==> src/rtl/fetch_issue_queue_if.sv <==
// Handshake bundle between the fetch buffer, the issue queue and the decoder.
// master = front end / decoder side, slave = the queue itself.
interface fetch_issue_queue_if;
    logic        flush;
    logic        pause;
    logic        in_valid;
    logic [1:0]  in_en;
    logic [31:0] in_inst0;
    logic [31:0] in_inst1;
    logic [31:0] in_pc0;
    logic [31:0] in_pc1;
    logic [1:0]  in_pre_taken;
    logic [31:0] in_pre_addr0;
    logic [31:0] in_pre_addr1;
    logic [1:0]  in_exc;
    logic [6:0]  in_exc_cause0;
    logic [6:0]  in_exc_cause1;
    logic        get_data_req;
    logic [1:0]  dec_accept;
    logic [1:0]  out_valid;
    logic [31:0] out_inst0;
    logic [31:0] out_inst1;
    logic [31:0] out_pc0;
    logic [31:0] out_pc1;
    logic [31:0] out_pre_addr0;
    logic [31:0] out_pre_addr1;
    logic [1:0]  out_pre_taken;
    logic [1:0]  out_exc;
    logic [6:0]  out_exc_cause0;
    logic [6:0]  out_exc_cause1;
    logic        empty;
    logic        full;

    modport master (
        output flush, pause, in_valid, in_en, in_inst0, in_inst1, in_pc0, in_pc1,
               in_pre_taken, in_pre_addr0, in_pre_addr1, in_exc, in_exc_cause0,
               in_exc_cause1, dec_accept,
        input  get_data_req, out_valid, out_inst0, out_inst1, out_pc0, out_pc1,
               out_pre_addr0, out_pre_addr1, out_pre_taken, out_exc, out_exc_cause0,
               out_exc_cause1, empty, full
    );

    modport slave (
        input  flush, pause, in_valid, in_en, in_inst0, in_inst1, in_pc0, in_pc1,
               in_pre_taken, in_pre_addr0, in_pre_addr1, in_exc, in_exc_cause0,
               in_exc_cause1, dec_accept,
        output get_data_req, out_valid, out_inst0, out_inst1, out_pc0, out_pc1,
               out_pre_addr0, out_pre_addr1, out_pre_taken, out_exc, out_exc_cause0,
               out_exc_cause1, empty, full
    );
endinterface

==> src/rtl/fetch_issue_queue.sv <==
// Dual-slot circular FIFO decoupling fetch from decode: up to two pushes and two pops per cycle,
// oldest two entries always presented, flush drops everything.
module fetch_issue_queue #(
    parameter int unsigned DEPTH = 8,
    parameter int unsigned PTR_W = 3
) (
    input logic               cpu_clk,
    input logic               cpu_rst,
    fetch_issue_queue_if.slave bus
);

    typedef struct packed {
        logic [31:0] inst;
        logic [31:0] pc;
        logic [31:0] pre_addr;
        logic        pre_taken;
        logic        exc;
        logic [6:0]  exc_cause;
    } entry_t;

    localparam logic [PTR_W:0] PUSH_LIMIT = (PTR_W + 1)'(DEPTH - 2);
    localparam logic [PTR_W:0] FULL_CNT   = (PTR_W + 1)'(DEPTH);

    entry_t             mem_q [DEPTH];
    logic [PTR_W-1:0]   wr_ptr_q, wr_ptr_d, wr_ptr1;
    logic [PTR_W-1:0]   rd_ptr_q, rd_ptr_d, rd_ptr1;
    logic [PTR_W:0]     count_q, count_d;
    logic [1:0]         n_wr, n_rd;
    logic [1:0]         valid;
    logic               push_ok;
    logic               wr_en;
    entry_t             wr_ent0, wr_ent1, rd_ent0, rd_ent1;

    // Two free slots are required so a full-width pair can never overflow.
    assign push_ok = cpu_rst & ~bus.flush & (count_q <= PUSH_LIMIT);
    assign bus.get_data_req = push_ok;

    assign wr_ptr1 = wr_ptr_q + PTR_W'(1);
    assign rd_ptr1 = rd_ptr_q + PTR_W'(1);

    assign wr_ent0 = '{inst: bus.in_inst0, pc: bus.in_pc0, pre_addr: bus.in_pre_addr0,
                       pre_taken: bus.in_pre_taken[0], exc: bus.in_exc[0],
                       exc_cause: bus.in_exc_cause0};
    assign wr_ent1 = '{inst: bus.in_inst1, pc: bus.in_pc1, pre_addr: bus.in_pre_addr1,
                       pre_taken: bus.in_pre_taken[1], exc: bus.in_exc[1],
                       exc_cause: bus.in_exc_cause1};

    always_comb begin
        n_wr = 2'd0;
        if (bus.in_valid && push_ok) begin
            case (bus.in_en)
                2'b01:   n_wr = 2'd1;
                2'b11:   n_wr = 2'd2;
                default: n_wr = 2'd0;
            endcase
        end
    end
    assign wr_en = (n_wr != 2'd0);

    assign valid = {count_q >= (PTR_W + 1)'(2), count_q != '0};

    // Mask 10 is not a legal decoder pattern and consumes nothing.
    always_comb begin
        n_rd = 2'd0;
        if (!bus.pause && !bus.flush) begin
            case (bus.dec_accept)
                2'b01:   n_rd = {1'b0, valid[0]};
                2'b11:   n_rd = {1'b0, valid[0]} + {1'b0, valid[1]};
                default: n_rd = 2'd0;
            endcase
        end
    end

    always_comb begin
        wr_ptr_d = wr_ptr_q + PTR_W'(n_wr);
        rd_ptr_d = rd_ptr_q + PTR_W'(n_rd);
        count_d  = count_q + (PTR_W + 1)'(n_wr) - (PTR_W + 1)'(n_rd);
        if (bus.flush) begin
            wr_ptr_d = '0;
            rd_ptr_d = '0;
            count_d  = '0;
        end
    end

    always_ff @(posedge cpu_clk or negedge cpu_rst) begin
        if (!cpu_rst) begin
            wr_ptr_q <= '0;
            rd_ptr_q <= '0;
            count_q  <= '0;
        end else begin
            wr_ptr_q <= wr_ptr_d;
            rd_ptr_q <= rd_ptr_d;
            count_q  <= count_d;
        end
    end

    // Flush leaves storage intact; only reset clears it.
    always_ff @(posedge cpu_clk or negedge cpu_rst) begin
        if (!cpu_rst) begin
            for (int unsigned i = 0; i < DEPTH; i++) begin
                mem_q[i] <= '0;
            end
        end else if (wr_en) begin
            mem_q[wr_ptr_q] <= wr_ent0;
            if (n_wr == 2'd2) begin
                mem_q[wr_ptr1] <= wr_ent1;
            end
        end
    end

    assign rd_ent0 = mem_q[rd_ptr_q];
    assign rd_ent1 = mem_q[rd_ptr1];

    assign bus.out_valid      = valid;
    assign bus.out_inst0      = rd_ent0.inst;
    assign bus.out_inst1      = rd_ent1.inst;
    assign bus.out_pc0        = rd_ent0.pc;
    assign bus.out_pc1        = rd_ent1.pc;
    assign bus.out_pre_addr0  = rd_ent0.pre_addr;
    assign bus.out_pre_addr1  = rd_ent1.pre_addr;
    assign bus.out_pre_taken  = {rd_ent1.pre_taken, rd_ent0.pre_taken};
    assign bus.out_exc        = {rd_ent1.exc, rd_ent0.exc};
    assign bus.out_exc_cause0 = rd_ent0.exc_cause;
    assign bus.out_exc_cause1 = rd_ent1.exc_cause;
    assign bus.empty          = (count_q == '0);
    assign bus.full           = (count_q == FULL_CNT);

endmodule
==> src/flat_wrapper.sv <==
// flat-port wrapper written by rule: the top's interface ports become plain ports
module fetch_issue_queue_flat 
#(
    parameter int unsigned DEPTH = 8,
    parameter int unsigned PTR_W = 3
)
  (cpu_clk, cpu_rst, bus_flush, bus_pause, bus_in_valid, bus_in_en, bus_in_inst0, bus_in_inst1, bus_in_pc0, bus_in_pc1, bus_in_pre_taken, bus_in_pre_addr0, bus_in_pre_addr1, bus_in_exc, bus_in_exc_cause0, bus_in_exc_cause1, bus_dec_accept, bus_get_data_req, bus_out_valid, bus_out_inst0, bus_out_inst1, bus_out_pc0, bus_out_pc1, bus_out_pre_addr0, bus_out_pre_addr1, bus_out_pre_taken, bus_out_exc, bus_out_exc_cause0, bus_out_exc_cause1, bus_empty, bus_full);
  fetch_issue_queue_if bus_i ();
  input logic cpu_clk;
  input logic cpu_rst;
  input wire logic [$bits(bus_i.flush)-1:0] bus_flush;
  input wire logic [$bits(bus_i.pause)-1:0] bus_pause;
  input wire logic [$bits(bus_i.in_valid)-1:0] bus_in_valid;
  input wire logic [$bits(bus_i.in_en)-1:0] bus_in_en;
  input wire logic [$bits(bus_i.in_inst0)-1:0] bus_in_inst0;
  input wire logic [$bits(bus_i.in_inst1)-1:0] bus_in_inst1;
  input wire logic [$bits(bus_i.in_pc0)-1:0] bus_in_pc0;
  input wire logic [$bits(bus_i.in_pc1)-1:0] bus_in_pc1;
  input wire logic [$bits(bus_i.in_pre_taken)-1:0] bus_in_pre_taken;
  input wire logic [$bits(bus_i.in_pre_addr0)-1:0] bus_in_pre_addr0;
  input wire logic [$bits(bus_i.in_pre_addr1)-1:0] bus_in_pre_addr1;
  input wire logic [$bits(bus_i.in_exc)-1:0] bus_in_exc;
  input wire logic [$bits(bus_i.in_exc_cause0)-1:0] bus_in_exc_cause0;
  input wire logic [$bits(bus_i.in_exc_cause1)-1:0] bus_in_exc_cause1;
  input wire logic [$bits(bus_i.dec_accept)-1:0] bus_dec_accept;
  output wire logic [$bits(bus_i.get_data_req)-1:0] bus_get_data_req;
  output wire logic [$bits(bus_i.out_valid)-1:0] bus_out_valid;
  output wire logic [$bits(bus_i.out_inst0)-1:0] bus_out_inst0;
  output wire logic [$bits(bus_i.out_inst1)-1:0] bus_out_inst1;
  output wire logic [$bits(bus_i.out_pc0)-1:0] bus_out_pc0;
  output wire logic [$bits(bus_i.out_pc1)-1:0] bus_out_pc1;
  output wire logic [$bits(bus_i.out_pre_addr0)-1:0] bus_out_pre_addr0;
  output wire logic [$bits(bus_i.out_pre_addr1)-1:0] bus_out_pre_addr1;
  output wire logic [$bits(bus_i.out_pre_taken)-1:0] bus_out_pre_taken;
  output wire logic [$bits(bus_i.out_exc)-1:0] bus_out_exc;
  output wire logic [$bits(bus_i.out_exc_cause0)-1:0] bus_out_exc_cause0;
  output wire logic [$bits(bus_i.out_exc_cause1)-1:0] bus_out_exc_cause1;
  output wire logic [$bits(bus_i.empty)-1:0] bus_empty;
  output wire logic [$bits(bus_i.full)-1:0] bus_full;
  assign bus_i.flush = bus_flush;
  assign bus_i.pause = bus_pause;
  assign bus_i.in_valid = bus_in_valid;
  assign bus_i.in_en = bus_in_en;
  assign bus_i.in_inst0 = bus_in_inst0;
  assign bus_i.in_inst1 = bus_in_inst1;
  assign bus_i.in_pc0 = bus_in_pc0;
  assign bus_i.in_pc1 = bus_in_pc1;
  assign bus_i.in_pre_taken = bus_in_pre_taken;
  assign bus_i.in_pre_addr0 = bus_in_pre_addr0;
  assign bus_i.in_pre_addr1 = bus_in_pre_addr1;
  assign bus_i.in_exc = bus_in_exc;
  assign bus_i.in_exc_cause0 = bus_in_exc_cause0;
  assign bus_i.in_exc_cause1 = bus_in_exc_cause1;
  assign bus_i.dec_accept = bus_dec_accept;
  assign bus_get_data_req = bus_i.get_data_req;
  assign bus_out_valid = bus_i.out_valid;
  assign bus_out_inst0 = bus_i.out_inst0;
  assign bus_out_inst1 = bus_i.out_inst1;
  assign bus_out_pc0 = bus_i.out_pc0;
  assign bus_out_pc1 = bus_i.out_pc1;
  assign bus_out_pre_addr0 = bus_i.out_pre_addr0;
  assign bus_out_pre_addr1 = bus_i.out_pre_addr1;
  assign bus_out_pre_taken = bus_i.out_pre_taken;
  assign bus_out_exc = bus_i.out_exc;
  assign bus_out_exc_cause0 = bus_i.out_exc_cause0;
  assign bus_out_exc_cause1 = bus_i.out_exc_cause1;
  assign bus_empty = bus_i.empty;
  assign bus_full = bus_i.full;
  fetch_issue_queue #(.DEPTH(DEPTH), .PTR_W(PTR_W)) u_core (.cpu_clk(cpu_clk), .cpu_rst(cpu_rst), .bus(bus_i));
endmodule
==> config.mk <==
export PLATFORM = sky130hd
export DESIGN_NAME = fetch_issue_queue_flat
export DESIGN_NICKNAME = d
export VERILOG_FILES = /design/src/rtl/fetch_issue_queue_if.sv /design/src/rtl/fetch_issue_queue.sv /design/src/flat_wrapper.sv
export SDC_FILE = /design/constraint.sdc
export NUM_CORES = 2
export LEC_CHECK = 0
export ABC_AREA = 0
export BUFFER_PORTS_ARGS = -buffer_cell sky130_fd_sc_hd__buf_4
export CORE_ASPECT_RATIO = 1.5
export CORE_MARGIN = 2
export CORE_UTILIZATION = 40
export DETAILED_ROUTE_END_ITERATION = 12
export SYNTH_ARGS = -nofsm -noshare
export SYNTH_HDL_FRONTEND = slang
export SYNTH_SLANG_ARGS = --single-unit
==> constraint.sdc <==
create_clock -name cpu_clk -period 3.85 [get_ports cpu_clk]
set_input_delay 0.1925 -clock cpu_clk [delete_from_list [all_inputs] [get_ports cpu_clk]]
set_output_delay 0.1925 -clock cpu_clk [all_outputs]
set_load 0.02 [all_outputs]
==> metrics.md <==
| Metric | Value |
|---|---|
| Distinct cell type count after synthesis | `62` |
| Vias per inst | `7.12` |
| Num ports | `434` |
| FF-to-FF setup slack | `230 ps` |
| Complex-gate fraction of the synthesized area | `20.7%` |
| Layout Skew | `approximately 23 ps` |
| Slew at the pin closest to its max-slew limit | `around 1200 ps` |
| Seq/Total Area, Yosys | `40.7%` |
| Startpoint types | `register` |
| Outcome | `finished, final reports clean` |
| Cell Rows | `162` |
| Skew-Pair Late Insertion Delay | `slightly above 700 ps` |
| GRT Total Usage | `between 30 and 40%` |
| NumNets Final | `around 5200` |
| Iter 0 DRT Violations | `5591` |
| XOR/XNOR Fraction of Synth Area | `0.168%` |
| Slew HR | `19.6%` |
| Largest family of logic cells by synthesized area | `multiplexers` |
| Vias post-DR | `48200` |
| Cells on worst reg2reg path | `7` |
| PD cells | `499 mW/mm^2` |
| Max-slew violations | `0` |
| CP Class | `register to output port` |
| Layout cell share with drive strength beyond 1 | `27.4%` |
| Post-Synthesis Cells | `between 4000 and 5000` |
| Crit path from | `u_core.rd_ptr_q[0]$_DFF_PN0_` |
| Crit end category | `output port` |
| Final Cycle Share | `between 90% and 100%` |
| Post-route ant nets | `0` |
| Post-layout util | `48.6%` |
| Synth Cell Area | `0.0523 sq mm` |
| CTS tree | `done` |
| Antenna violations before repair | `23` |
| Setup-failing EPs final | `0` |
| Synth warn | `0` |
| Pre-Repair DR Iteration Count | `5` |
| Post-synth EDFFs | `0` |
| WP data required | `~3700 ps` |
| DR WL/cell | `33.3 microns` |
| Buffers added on ports | `433` |
| Slowest Stage Delay on Critical Path | `600 ps` |
| Synth Area in Simple Gates | `9.87%` |
| Die Y-Extent | `447 microns` |
| Hold Path Class | `input pin to register` |
| DRC | `0` |
| Initial core utilization | `40.3%` |
| WL final | `225000 microns` |
| Critical path arrival | `between 3000 and 4000 ps` |
| Fin crit period | `3670 ps` |
| Post-Synth Adder-Cell Area | `less than 1%` |
| Hold Vio Cnt, Final | `0` |
| Cell mode on critical path | `buf_4` |
| RR Startpoint | `u_core.wr_ptr_q[0]$_DFF_PN0_` |
| Reg2reg end | `u_core.mem_q[153]$_DFFE_PN0P_` |
| Fmax | `roughly 270 MHz` |
| Top FF cell, synth | `dfrtp_1` |
| Filler cells | `11800` |
| Hpwl dp | `119000 microns` |
| Tot Pwr | `0.0315 W` |
| Critical path endpoint | `bus_out_exc_cause0[2]` |
| Asr flop ratio synth | `100%` |
| Vias in the first global route | `48600` |
| Max cap viols | `0` |
| CP Cell Sequence | `buf_4, buf_4, mux4_2, mux2_2, buf_4` |
| Mux cell area share after synthesis | `22.6%` |
| Critical path's slowest cell | `buf_4` |
| Post-Syn Nets | `4873` |
| Max Buffers Root-to-Sink | `3` |
| Leak | `27.8 nW` |
| First-pass GRT wire length | `around 330000 microns` |
| Clock buffer count from CTS | `93` |
| Synth Register Bits | `850` |
| Chip Width | `299 microns` |
| Routability Congestion | `around 0.8` |
| Area after DPL | `between 0.05 and 0.06 sq mm` |
| Core Region | `0.130 sq mm` |
| Global route overflow | `0` |
| Syn_area_per_cell | `about 11 sq um` |
| Die area | `roughly 0.13 sq mm` |
| Setup Total Neg Slack | `0 ps` |
| RSZ-0062 raised after global routing | `no` |
| Pin count of the biggest net entering global routing | `260` |
| H-tree depth | `3` |
| Reg clk slew, reported paths | `70 ps` |
| Post-route design area | `about 0.063 sq mm` |
| VDD IR-drop max | `between 0.0004 and 0.0005 V` |
| Root Driver | `clkbuf_16` |
| Crit path max fanout | `40` |
| Clock Sinks | `850` |
| Syn-to-layout area delta | `20.7%` |
[cells by family (layout without fill, tap and decap cells)]
family | after synthesis | count (layout)
flip-flops | 850 | 850
AO/OA/AOI/OAI | 1459 | 1459
XOR/XNOR | 7 | 7
other | 0 | 17
AND/OR/NAND/NOR | 1023 | 1023
buffers and inverters | 653 | 1044
multiplexers | 630 | 630
adder cells (fa/ha/maj) | 16 | 16
[state kept, by name, summed over array words and instances (netlist names)]
| signal | cells |
|---|---|
| u_core.wr_ptr_q | 3 |
| u_core.rd_ptr_q | 3 |
| u_core.count_q | 4 |
| u_core.mem_q | 840 |
[per-stage QoR]
step,hold slack (ps),setup slack [ps],instances
4_1_cts,12.5,108,6751
3_5_place_dp,58.7,806,6267
6_report,37.2,181,6768
5_1_grt,61.5,59.1,6763
3_3_place_gp,58.2,822,6267
2_1_floorplan,-103,604,4638
[critical path, delay by kind of cell, from the launching register on]
| family | cells | cell delay, ps |
|---|---|---|
| buf+inv | 3 | 1300 |
| flops | 1 | 550 |
| mux | 2 | 880 |
[layout make-up]
cell class / instances / area, sq um / area share, %
diodes: 17 / 42.5 / 0.0674
clock buffers: 130 / 2740 / 4.34
clock inverters: 38 / 528 / 0.837
inverters: 16 / 65.1 / 0.103
multi-input cells: 3135 / 28300 / 44.9
flip-flops and latches: 850 / 21300 / 33.7
well taps: 1722 / 2150 / 3.41
repair buffers: 860 / 7940 / 12.6
[report_power, final]
part / leakage [nW] / switching (W) / internal, W / total, W
logic: 14.7 / 0.00573 / 0.00489 / 0.0106
registers: 11.5 / 0.000899 / 0.0100 / 0.0109
clock network: 1.62 / 0.00409 / 0.00582 / 0.00991
total: 27.8 / 0.0107 / 0.0207 / 0.0315
[what timing repair did]
action | 4_1_cts | 5_1_grt
hold endpoints to repair | 1277 | 0
hold buffers | 316 | 0
setup buffers | 0 | 0
resized for setup | 0 | 0
[worst min path at each step]
stage / start / to / slack (ps) / cells after the start
final: bus_in_en[1] / u_core.wr_ptr_q[1]$_DFF_PN0_ / 40 / 4
after global routing: bus_in_en[1] / u_core.wr_ptr_q[1]$_DFF_PN0_ / 60 / 4
after CTS: bus_in_en[1] / u_core.wr_ptr_q[1]$_DFF_PN0_ / 10 / 4
after detailed placement: cpu_rst / u_core.mem_q[192]$_DFFE_PN0P_ / 60 / 1
after global placement: cpu_rst / u_core.mem_q[192]$_DFFE_PN0P_ / 60 / 1
after floorplan: cpu_rst / u_core.count_q[0]$_DFF_PN0_ / -100 / 0
[cells in the mapped netlist (155+ instances only)]
master / count / area share, %
a221o_1: 183 / 3.5
mux4_2: 420 / 18
o211ai_1: 156 / 2.2
a32oi_1: 357 / 6.0
clkbuf_1: 369 / 2.7
nand2_1: 489 / 3.5
nand3_1: 155 / 1.5
buf_2: 186 / 1.8
dfrtp_1: 850 / 41
o21ai_0: 534 / 5.1
and3_1: 186 / 2.2
mux2_2: 210 / 4.5
[cells in the final DEF, fill, tap and decap left out, types with 6 or more instances in the layout]
cell / n
dfrtp_1: 846
o21ai_0: 534
buf_4: 488
nand2_1: 486
mux4_2: 420
a32oi_1: 357
dlygate4sd3_1: 316
mux2_2: 210
and3_1: 186
a221o_1: 183
o211ai_1: 156
nand3_1: 155
clkbuf_16: 97
a21o_1: 95
a32o_1: 94
nor2b_1: 79
buf_12: 55
and2_1: 31
nor4_1: 30
a211o_1: 30
clkinv_2: 21
clkbuf_8: 19
diode_2: 17
inv_1: 14
clkbuf_1: 14
bufinv_16: 13
ha_1: 11
nor4_4: 9
nor2_1: 8
a31oi_4: 6
[per-layer routing]
layer  GRT usage (%)  up-vias  wire (microns)
met5               0        -             121
met4            18.2       18           12500
met3            7.04      745           23800
met2            52.4     3556          106000
met1            41.8    24900           82300
li1                -    19000               -
No activity file was read; power rests on OpenSTA's default activity.
